===== src/rtl/wiegand_pkg.sv =====
// wiegand_pkg: shared state encoding, counter-width helpers and the parity frame builder for WIEGAND_PARITY_EN
package wiegand_pkg;

    typedef enum logic [1:0] {IDLE, PULSE, SPACE, GAP} wg_state_t;

    localparam int WG_FN_W = 128;

    function automatic int wg_cnt_w(input int a, input int b);
        return $clog2((a > b ? a : b) + 1);
    endfunction

    function automatic int wg_idx_w(input int n);
        return n > 1 ? $clog2(n) : 1;
    endfunction

    // {even parity of upper payload half, payload, odd parity of lower half}
    function automatic logic [WG_FN_W-1:0] wg_frame_build(input logic [WG_FN_W-1:0] data, input int nbits);
        logic [WG_FN_W-1:0] ones;
        logic [WG_FN_W-1:0] pay;
        int p;
        int h;
        ones = '1;
        p = nbits - 2;
        h = p / 2;
        pay = data & ~(ones << p);
        return (pay << 1) | (WG_FN_W'(^(pay >> h)) << (p + 1)) | WG_FN_W'(~^(pay & ~(ones << h)));
    endfunction

endpackage


===== src/rtl/wiegand_tick_gen.sv =====
// wiegand_tick_gen: CLK_DIV prescaler producing a one-clock tick strobe, restartable by clr
module wiegand_tick_gen #(
    parameter int CLK_DIV = 1
) (
    input  logic clk,
    input  logic rst,
    input  logic clr,
    output logic tick
);

    localparam int W = CLK_DIV > 1 ? $clog2(CLK_DIV) : 1;

    logic [W-1:0] cnt;

    assign tick = cnt == W'(CLK_DIV - 1);

    always_ff @(posedge clk or negedge rst)
        if (!rst)
            cnt <= '0;
        else if (clr || tick)
            cnt <= '0;
        else
            cnt <= cnt + 1'b1;

endmodule


===== src/rtl/wiegand_tx.sv =====
// wiegand_tx: Wiegand D0/D1 pulse transmitter, MSB first, with abort and post-frame gap; WIEGAND_PARITY_EN adds lead/trail parity bits
module wiegand_tx
    import wiegand_pkg::*;
#(
    parameter int MAX_BITS     = 64,
    parameter int CLK_DIV      = 1,
    parameter int PULSE_TICKS  = 500,
    parameter int PERIOD_TICKS = 2200,
    parameter int GAP_TICKS    = 20000
) (
    input  logic                clk,
    input  logic                rst,
    input  logic                start,
    input  logic                abort,
    input  logic [6:0]          nbits,
    input  logic [MAX_BITS-1:0] data,
    output logic                busy,
    output logic                done,
    output logic                wg_d0,
    output logic                wg_d1
);

    localparam int CW = wg_cnt_w(PERIOD_TICKS, GAP_TICKS);
    localparam int IW = wg_idx_w(MAX_BITS);

    wg_state_t           state;
    logic [CW-1:0]       tcnt;
    logic [CW-1:0]       lim;
    logic [IW-1:0]       idx;
    logic [IW-1:0]       first_idx;
    logic [MAX_BITS-1:0] sreg;
    logic [MAX_BITS-1:0] frame;
    logic [6:0]          n_eff;
    logic [6:0]          n_use;
    logic                tick;
    logic                go;

    assign n_eff = (int'(nbits) > MAX_BITS) ? 7'(MAX_BITS) : nbits;
`ifdef WIEGAND_PARITY_EN
    assign n_use = (n_eff < 7'd3) ? 7'd0 : n_eff;
    assign frame = MAX_BITS'(wg_frame_build(WG_FN_W'(data), int'(n_use)));
`else
    assign n_use = n_eff;
    assign frame = data;
`endif
    assign first_idx = IW'(n_use - 7'd1);
    assign go = state == IDLE && start && !abort;
    assign lim = state == PULSE ? CW'(PULSE_TICKS - 1) :
                 state == SPACE ? CW'(PERIOD_TICKS - PULSE_TICKS - 1) : CW'(GAP_TICKS - 1);

    wiegand_tick_gen #(.CLK_DIV(CLK_DIV)) u_tick (
        .clk  (clk),
        .rst  (rst),
        .clr  (go),
        .tick (tick)
    );

    always_ff @(posedge clk or negedge rst)
        if (!rst) begin
            state <= IDLE;
            tcnt  <= '0;
            idx   <= '0;
            sreg  <= '0;
            busy  <= 1'b0;
            done  <= 1'b0;
            wg_d0 <= 1'b0;
            wg_d1 <= 1'b0;
        end else if (abort) begin
            state <= IDLE;
            tcnt  <= '0;
            busy  <= 1'b0;
            done  <= 1'b0;
            wg_d0 <= 1'b0;
            wg_d1 <= 1'b0;
        end else begin
            done <= 1'b0;
            if (state == IDLE) begin
                if (start && n_use == '0)
                    done <= 1'b1;
                else if (start) begin
                    state <= PULSE;
                    tcnt  <= '0;
                    busy  <= 1'b1;
                    sreg  <= frame;
                    idx   <= first_idx;
                    wg_d1 <= frame[first_idx];
                    wg_d0 <= ~frame[first_idx];
                end
            end else if (tick && tcnt != lim)
                tcnt <= tcnt + 1'b1;
            else if (tick) begin
                tcnt <= '0;
                if (state == PULSE) begin
                    state <= SPACE;
                    wg_d0 <= 1'b0;
                    wg_d1 <= 1'b0;
                end else if (state == GAP) begin
                    state <= IDLE;
                    busy  <= 1'b0;
                    done  <= 1'b1;
                end else if (idx == '0)
                    state <= GAP;
                else begin
                    state <= PULSE;
                    idx   <= idx - 1'b1;
                    wg_d1 <= sreg[idx - 1'b1];
                    wg_d0 <= ~sreg[idx - 1'b1];
                end
            end
        end

endmodule


===== config.mk =====
export PLATFORM = sky130hd
export DESIGN_NAME = wiegand_tx
export DESIGN_NICKNAME = d
export VERILOG_FILES = /design/src/rtl/wiegand_pkg.sv /design/src/rtl/wiegand_tick_gen.sv /design/src/rtl/wiegand_tx.sv
export SDC_FILE = /design/constraint.sdc
export NUM_CORES = 1
export LEC_CHECK = 0
export BUFFER_PORTS_ARGS = -buffer_cell sky130_fd_sc_hd__buf_2
export CAP_MARGIN = 20
export CORE_ASPECT_RATIO = 0.7
export CORE_MARGIN = 1
export CORE_UTILIZATION = 60
export CTS_BUF_LIST = sky130_fd_sc_hd__clkbuf_2 sky130_fd_sc_hd__clkbuf_4 sky130_fd_sc_hd__clkbuf_8
export CTS_CLUSTER_DIAMETER = 30
export DETAILED_ROUTE_END_ITERATION = 8
export PLACE_DENSITY = 0.82
export RECOVER_POWER = 25
export SLEW_MARGIN = 0
export SYNTH_ARGS = -nofsm -noshare
export SYNTH_HDL_FRONTEND = slang
export SYNTH_SLANG_ARGS = --single-unit

===== constraint.sdc =====
create_clock -name clk -period 4.4 [get_ports clk]
set_clock_uncertainty 0.2 [all_clocks]
set_input_delay 0.44 -clock clk [delete_from_list [all_inputs] [get_ports clk]]
set_output_delay 0.44 -clock clk [all_outputs]
set_load 0.02 [all_outputs]

==> results of run 1 <==
-- power by group through the flow --
stage | Combinational (mW) | Clock (mW) | Sequential [mW]
floorplan | 1.37 | 0 | 1.36
global placement | 1.62 | 0 | 1.45
detailed placement | 1.67 | 0 | 1.46
CTS | 1.68 | 0.493 | 1.45
global route | 1.83 | 0.522 | 1.49
finish | 1.69 | 0.486 | 1.46
-- metal layers --
| layer | wire length, µm | GRT usage, % |
|---|---|---|
| met1 | 5986 | 43.91 |
| met2 | 5705 | 45.39 |
| met3 | 1228 | 8.433 |
| met4 | 196 | 8.052 |
| met5 | 0 | 1.111 |
-- cell usage after synthesis (10+ instances only) --
master,n,area (µm²)
mux4_1,12,315.3
nand3_1,16,80.08
nor2_1,23,86.33
clkbuf_1,17,63.81
a21oi_1,13,65.06
mux4_2,10,225.2
mux2i_1,16,160.2
nand2_1,55,206.5
mux2_2,70,788.3
dfrtp_1,92,2302
inv_1,10,37.54
o21ai_0,20,100.1
-- worst paths after layout --
check                      endpoint  slack [ps]
hold / removal             sreg[32]         120
max in group asynchronous   sreg[3]        1060
min in group asynchronous  sreg[38]        1250
setup reg to reg              wg_d0         630
setup / recovery              wg_d0         630
hold reg to reg                busy         280
-- cell type report --
| cell class | instances | area [µm²] | share of cell area [%] |
|---|---|---|---|
| Tap cell | 120 | 150.1 | 2.490 |
| Clock buffer | 10 | 131.4 | 2.178 |
| Multi-Input combinational cell | 344 | 2925 | 48.51 |
| Inverter | 12 | 45.04 | 0.7469 |
| Sequential cell | 92 | 2302 | 38.17 |
| Timing Repair Buffer | 87 | 459.2 | 7.614 |
| Clock inverter | 3 | 17.52 | 0.2905 |
-- registers in the layout, indices dropped and copies added (netlist names) --
register    count
busy            1
done            1
idx             6
sreg           64
state           2
tcnt           15
u_tick.cnt      1
wg_d0           1
wg_d1           1
-- kinds of logic after synthesis --
kind of cell,count (synthesis)
and+or+nand+nor,147
muxes,108
DFF,92
AOI/OAI and AO/OA,63
buffers and inverters,38
xor gates and xnor gates,16
adders and majority gates,9
other,1
-- metrics by stage --
stage / utilization (%) / hold slack, ps / total power, mW / worst slack, ps
CTS: 70.31 / 106.0 / 3.627 / 661.7
detailed placement: 68.45 / 263.5 / 3.134 / 683.9
global route: 70.26 / 105.7 / 3.846 / 438.5
finish: 70.26 / 116.0 / 3.639 / 634.2
floorplan: - / -55.59 / 2.732 / 640.6
global placement: 68.45 / 255.9 / 3.070 / 743.9
-- repair_timing --
action	CTS	global route
hold buffers	1	0
hold endpoints to repair	48	0
buffers inserted	0	0
==> flow_metrics.tcl, run 1 <==
set metrics [dict create \
    setup.worst_path.class "flip-flop to flip-flop" \
    vdd_drop_max_uv 289.5 \
    syn_area_mm2 0.005404 \
    clockPowerShare_pct 13.4 \
    fin_crit_ps 3766 \
    path_max_fanout 14 \
    fin_nets 630 \
    via_per_inst 6.286 \
    critPathBufInv 1 \
    arrival_ps 3860 \
    placedInstanceArea_mm2 0.005876 \
    gr-total-overflow 0 \
    fmax_mhz 265.5 \
    start_util_pct 62.96 \
    worstHoldPathCells 2 \
    p_per_area_mw_per_mm2 603.4 \
    clockBufferDepth 2 \
    antenna_found_initial 0 \
    coreArea_mm2 0.008583 \
    synth_top_family_by_area "multiplexers" \
    slew_viol_final 50 \
    final_common_cell "dfrtp_1" \
    internal-power_mw 2.285 \
    hp-class "primary input to flip-flop" \
    ys_ff_latch 92 \
    clock-sinks 92 \
    run_status "finished, violations left" \
    numPortBuffers 78 \
    cts_htree_levels 3 \
    synth_compound_area_share_pct 7.756 \
    synthMuxAreaShare_pct 27.55 \
    yosys.area_share.simple_pct 13.45 \
    syn_avg_cell_area_um2 11.40 \
    ys_warn_count 0 \
    std_cell_rows 28 \
    dr.pass1.iters 5 \
    final_area_mm2 0.006031 \
    vias 4199 \
    post-route-period-util_pct 85.59 \
    ys.flop_type "dfrtp_1" \
    synthesis.nets 558 \
    cts_resized 0 \
    timing.rr.start "idx[0]" \
    maxCapViolations 1 \
    clk_pin_slew_ps 90 \
    grt_max_degree 50 \
    final_cell_mix "dfrtp_1, buf_2, mux2_2" \
    critical_path.slowest_cell "mux4_1" \
    route.detailed.drc 0 \
    pin_count 79 \
    setup_violations 0 \
    cp.depth 10 \
    cp-end-kind "flip-flop" \
    hold_start "data[32]" \
    hold_viol 0 \
    cpPeakStageDelay_ps 630 \
    worst_pin_slew_ps 2674 \
    postRouteAntennaNets 0 \
    cts_buffers 9 \
    crit_chain "inv_2, ha_1, xor2_4, mux4_1, mux2_2, a211o_1, o22ai_1, nor4_2, and3b_1, o2bb2ai_1" \
    dp.cells 654 \
    fillCellCount 643 \
    ys_seq_area_share_pct 42.60 \
    slew_headroom_pct -78.24 \
    ys_async_sr_fraction_pct 100.0 \
    cts_root_buf "clkbuf_8" \
    syn_inst 474 \
    cts_tree "built" \
    rsz0062_at_grt "no" \
    synth_cell_types 58 \
    die_area_mm2 0.009396 \
    place.gp.congestion 0.8708 \
    antenna-diode-count 0 \
    layout-area-overhead-vs-synth_pct 11.60 \
    synth_edf_count 0 \
    violations "capacitance limit, slew limit" \
    power.leakage_nw 2.667 \
    wl_um 13120 \
    grt_pass1_wl_um 21060 \
    stdcell_count 668 \
    die_h_um 81.40 \
    dp_hpwl_um 9747 \
    reg2reg_depth 10 \
    synth_xor_area_share_pct 3.079 \
    cp_top_family "multiplexers" \
    routedWlPerCell_um 19.64 \
    dieWidth_um 115.4 \
    grt_pass1_vias 4095 \
    drive_gt1_share_pct 34.49 \
    crit_path_start "idx[0]" \
    drt_iter0_markers 353 \
    clk_latency_ps 360 \
    power_frac_comb_pct 46.6 \
    synthAdderAreaFrac_pct 2.084 \
    switching_share_pct 37.21 \
    cp-start-kind "flip-flop" \
    crit_required_ps 4490 \
    p_seq_share_pct 40.1 \
    netSwitchingPower_mw 1.354 \
    grt.total_usage_pct 30.49 \
    setup_tns_ps 0 \
]
Note: power is estimated with default switching activity, not from simulation.
==> run 2: changes to the inputs <==
--- a/config.mk
+++ b/config.mk
@@ -5,7 +5,6 @@
 export SDC_FILE = /design/constraint.sdc
 export NUM_CORES = 1
 export LEC_CHECK = 0
-export BUFFER_PORTS_ARGS = -buffer_cell sky130_fd_sc_hd__buf_2
 export CAP_MARGIN = 20
 export CORE_ASPECT_RATIO = 0.7
 export CORE_MARGIN = 1
@@ -13,7 +12,8 @@
 export CTS_BUF_LIST = sky130_fd_sc_hd__clkbuf_2 sky130_fd_sc_hd__clkbuf_4 sky130_fd_sc_hd__clkbuf_8
 export CTS_CLUSTER_DIAMETER = 30
 export DETAILED_ROUTE_END_ITERATION = 8
-export PLACE_DENSITY = 0.82
+export DONT_BUFFER_PORTS = 1
+export PLACE_DENSITY = 0.75
 export RECOVER_POWER = 25
 export SLEW_MARGIN = 0
 export SYNTH_ARGS = -nofsm -noshare
==> flow_metrics.tcl, run 2 (synthesized netlist as in run 1, its figures left out) <==
set metrics [dict create \
    cts_htree_levels 3 \
    slew_headroom_pct -48.72 \
    worstHoldPathCells 1 \
    p_total_mw 3.823 \
    min_to "sreg[24]" \
    power.leakage_nw 2.498 \
    cp-end-kind "flip-flop" \
    ctsHoldBuffers 3 \
    gr-total-overflow 0 \
    crit_required_ps 4500 \
    clock-sinks 92 \
    slew_viol_final 93 \
    crit_path_start "idx[0]" \
    via_per_inst 6.380 \
    rsz0062_at_grt "no" \
    grt_pass1_vias 3838 \
    maxCapViolations 1 \
    postRouteAntennaNets 0 \
    fin_util_pct 69.48 \
    arrival_ps 3850 \
    switching_share_pct 35.95 \
    final_area_mm2 0.005963 \
    dieWidth_um 115.4 \
    die_h_um 81.40 \
    vias 3930 \
    grt_pass1_wl_um 20700 \
    dp_slack_ps 700.8 \
    reg2reg_depth 10 \
    place.gp.congestion 0.9035 \
    multi_input_area_mm2 0.002925 \
    netSwitchingPower_mw 1.374 \
    start_util_pct 62.96 \
    setup_violations 0 \
    setup.worst_path.class "flip-flop to flip-flop" \
    largest_reg_flops 64 \
    fmax_mhz 266.1 \
    pin_count 79 \
    antenna_found_initial 0 \
    route.detailed.drc 0 \
    hold_viol 0 \
    placedInstanceArea_mm2 0.005483 \
    clockBufferDepth 2 \
    final_cell_mix "dfrtp_1, mux2_2, nand2_1" \
    timing.rr.start "idx[0]" \
    drive_gt1_share_pct 23.59 \
    clk_pin_slew_ps 100 \
    r2r_slack_ps 640 \
    hold_start "data[24]" \
    dp.cells 576 \
    final_common_cell "dfrtp_1" \
    p_per_area_mw_per_mm2 641.0 \
    routedWlPerCell_um 21.56 \
    hp-class "primary input to flip-flop" \
    fillCellCount 640 \
    dr.pass1.iters 5 \
    cts_buffers 9 \
    cts_root_buf "clkbuf_8" \
    clockPowerShare_pct 18.2 \
    fin_nets 575 \
    coreArea_mm2 0.008583 \
    postCtsSetupBuffers 0 \
    dp_hpwl_um 9382 \
    std_cell_rows 28 \
    cp-start-kind "flip-flop" \
    internal-power_mw 2.448 \
    post-route-period-util_pct 85.41 \
    antenna-diode-count 0 \
    top_regs "sreg (64), tcnt (15), idx (6)" \
    grt.total_usage_pct 30.11 \
    clk_latency_ps 370 \
    layout-area-overhead-vs-synth_pct 10.35 \
    die_area_mm2 0.009396 \
    setup_tns_ps 0 \
    r2r-end "wg_d0" \
    stdcell_count 616 \
    violations "capacitance limit, slew limit" \
    run_status "finished, violations left" \
    regMostFlops "sreg" \
    drt_iter0_markers 358 \
    register_area_mm2 0.002302 \
    holdWs_ps 11.13 \
    numPortBuffers 0 \
    worst_pin_slew_ps 2231 \
    cts_tree "built" \
    wl_um 13280 \
    vdd_drop_max_uv 477.7 \
    setup_ws_ps 641.9 \
    power_frac_comb_pct 43.3 \
    grt_max_degree 93 \
    p_seq_share_pct 38.6 \
    cts_resized 0 \
    path_max_fanout 14 \
    fin_crit_ps 3758 \
]
run 2: changes by cell type in the layout (fill, tap and decap cells not counted), sizes merged:
cell         before  now
bufinv            0    3
buf              85    9
clkbuf           11   10
inv              12   13
dlygate4sd3       1   22
run 2: how the worst max path moves through the flow:
stage	endpoint	slack, ps	cells after the start
3_3_place_gp	wg_d0	800	10
5_1_grt	wg_d0	360	10
3_5_place_dp	wg_d0	700	10
2_1_floorplan	wg_d1	640	13
6_report	wg_d0	640	10
4_1_cts	wg_d0	660	10
run 2: area by class of cell:
| class | count | area share (%) |
|---|---|---|
| repair buffers | 32 | 4.910 |
| well taps | 120 | 2.518 |
| clock buffers | 9 | 2.077 |
| inverters | 12 | 0.7554 |
| multi-input cells | 344 | 49.06 |
| clock inverters | 7 | 2.077 |
| flip-flops and latches | 92 | 38.61 |
run 2: power groups by stage:
stage / logic, mW / clock network [mW] / registers [mW]
after floorplan: 1.37 / 0 / 1.36
after global placement: 1.54 / 0 / 1.47
after detailed placement: 1.59 / 0 / 1.48
after CTS: 1.62 / 0.704 / 1.46
after global routing: 1.78 / 0.736 / 1.51
final: 1.65 / 0.695 / 1.47
run 2: critical path, cell delays in order (launching register included):
cell	delay [ps]
dfrtp_1	590
inv_2	180
ha_1	340
xor2_4	540
mux4_1	660
nand2_1	90
nand2_1	40
a2111oi_0	560
nor4_2	130
and3b_1	240
o2bb2ai_1	110
run 2: metal layers:
| layer | GRT usage (%) | part of all wire [%] |
|---|---|---|
| met2 | 43.23 | 45 |
| met5 | 0 | 0 |
| met4 | 8.831 | 1.4 |
| met1 | 41.98 | 44 |
| met3 | 11.94 | 9.8 |
==> run 3: changes to the inputs <==
--- a/config.mk
+++ b/config.mk
@@ -18,4 +18,5 @@
 export SLEW_MARGIN = 0
 export SYNTH_ARGS = -nofsm -noshare
 export SYNTH_HDL_FRONTEND = slang
+export SYNTH_HIERARCHICAL = 1
 export SYNTH_SLANG_ARGS = --single-unit
==> flow_metrics.tcl, run 3 <==
set metrics [dict create \
    place.gp.congestion 0.9287 \
    final_common_cell "dfrtp_1" \
    worst_pin_slew_ps 2295 \
    clockBufferDepth 2 \
    antenna-diode-count 0 \
    grt_pass1_vias 3733 \
    vdd_drop_max_uv 372.6 \
    p_per_area_mw_per_mm2 653.0 \
    antenna_found_initial 0 \
    regMostFlops "sreg" \
    start_util_pct 62.24 \
    routedWlPerCell_um 20.97 \
    crit_chain "clkinv_1, ha_1, inv_2, mux4_1, mux4_2, or3_1, nand3_1, and4b_1, o41a_1" \
    cts_buffers 9 \
    stdcell_count 588 \
    std_cell_rows 28 \
    ys_warn_count 6 \
    die_h_um 80.63 \
    layout-area-overhead-vs-synth_pct 11.33 \
    cts_root_buf "clkbuf_8" \
    syn_inst 439 \
    run_status "finished, violations left" \
    setup.worst_path.class "flip-flop to flip-flop" \
    syn_area_mm2 0.005299 \
    gr-total-overflow 0 \
    cpPeakStageDelay_ps 630 \
    cts_tree "built" \
    setup_tns_ps 0 \
    vias 3727 \
    hold_viol 0 \
    grt_pass1_wl_um 19870 \
    slew_headroom_pct -52.97 \
    die_area_mm2 0.009217 \
    wl_um 12330 \
    setup_violations 0 \
    grt_max_degree 93 \
    crit_required_ps 4450 \
    postRouteAntennaNets 0 \
    ctsHoldBuffers 13 \
    fin_crit_ps 3952 \
    drt_iter0_markers 278 \
    path_max_fanout 15 \
    fin_nets 547 \
    clk_latency_ps 370 \
    dp.cells 544 \
    slew_viol_final 93 \
    violations "capacitance limit, slew limit" \
    dieWidth_um 114.3 \
    top_regs "sreg (64), tcnt (15), idx (6)" \
    grt.total_usage_pct 29.10 \
    drive_gt1_share_pct 26.07 \
    cts_htree_levels 3 \
    rsz0062_at_grt "no" \
    coreArea_mm2 0.008513 \
    critical_path.slowest_cell "mux4_1" \
    synthesis.nets 523 \
    final_cell_mix "dfrtp_1, mux2_2, nor2_1" \
    fillCellCount 645 \
    arrival_ps 4000 \
    r2r_slack_ps 450 \
    cts_resized 0 \
    maxCapViolations 1 \
    dp_hpwl_um 8929 \
    power.leakage_nw 2.438 \
    route.detailed.drc 0 \
    cp-start-kind "flip-flop" \
    post-route-period-util_pct 89.82 \
    postCtsSetupBuffers 0 \
    clock-sinks 92 \
    cp-end-kind "flip-flop" \
    syn_avg_cell_area_um2 12.07 \
    fmax_mhz 253.0 \
    dr.pass1.iters 5 \
    largest_reg_flops 64 \
    holdWs_ps 14.04 \
    hp-class "primary input to flip-flop" \
    numPortBuffers 0 \
    clk_pin_slew_ps 90 \
    pin_count 79 \
    via_per_inst 6.338 \
]
[run 3: cell types whose count changed in the layout (fill, tap and decap cells not counted), sizes merged, moves of 6 or more]
cell	before	now
nand3	16	10
mux4	22	28
nor2	23	31
nand4	9	1
nand2	55	24
[run 3: final cells by class]
| cell class | instances | area (µm²) | share of cell area (%) |
|---|---|---|---|
| Multi-Input combinational cell | 311 | 2844 | 48.21 |
| Timing Repair Buffer | 35 | 327.8 | 5.557 |
| Inverter | 14 | 52.55 | 0.8908 |
| Clock buffer | 9 | 123.9 | 2.100 |
| Clock inverter | 7 | 98.84 | 1.676 |
| Sequential cell | 92 | 2302 | 39.02 |
| Tap cell | 120 | 150.1 | 2.545 |
[run 3: worst max-delay path, delay by kind of cell, from the launching register on]
kind | cells | cell delay [ps]
mux | 2 | 1110
buf+inv | 2 | 650
simple gates | 3 | 620
flops | 1 | 520
fa+ha+maj | 1 | 430
compound gates | 1 | 300
[run 3: per-stage QoR]
step / setup WS [ps] / power [mW] / cell area [µm²] / utilization, %
floorplan: 900.8 / 2.791 / 5299 / -
global placement: 644.3 / 3.088 / 5401 / 63.45
detailed placement: 541.8 / 3.161 / 5401 / 63.45
CTS: 495.5 / 3.836 / 5772 / 67.80
global route: 337.3 / 4.076 / 5899 / 69.30
finish: 447.8 / 3.852 / 5899 / 69.30
[run 3: metal layers]
metal  track usage [%]  vias to the layer above  wire [µm]
met5                 0                        -          0
met3             9.962                       13       1188
met4             6.364                        0        149
met2             42.18                      166       5401
met1             42.18                     1863       5589
li1                  -                     1685          -
[run 3: where the power goes]
part / leakage [nW] / internal, mW / switching, mW
clock network: 0.110 / 0.324 / 0.310
registers: 1.13 / 1.20 / 0.286
logic: 1.20 / 0.918 / 0.819
total: 2.44 / 2.44 / 1.41
[run 3: path summary, 6_finish.rpt]
| kind | start | end | cells after the start |
|---|---|---|---|
| worst max-delay path | idx[0] | wg_d1 | 9 |
| worst min-delay path | data[7] | sreg[7] | 1 |
| worst max register to register | idx[0] | wg_d1 | 9 |
| worst min register to register | sreg[34] | sreg[34] | 1 |
| max in group asynchronous | rst | tcnt[5] | 2 |
| min in group asynchronous | rst | sreg[61] | 2 |
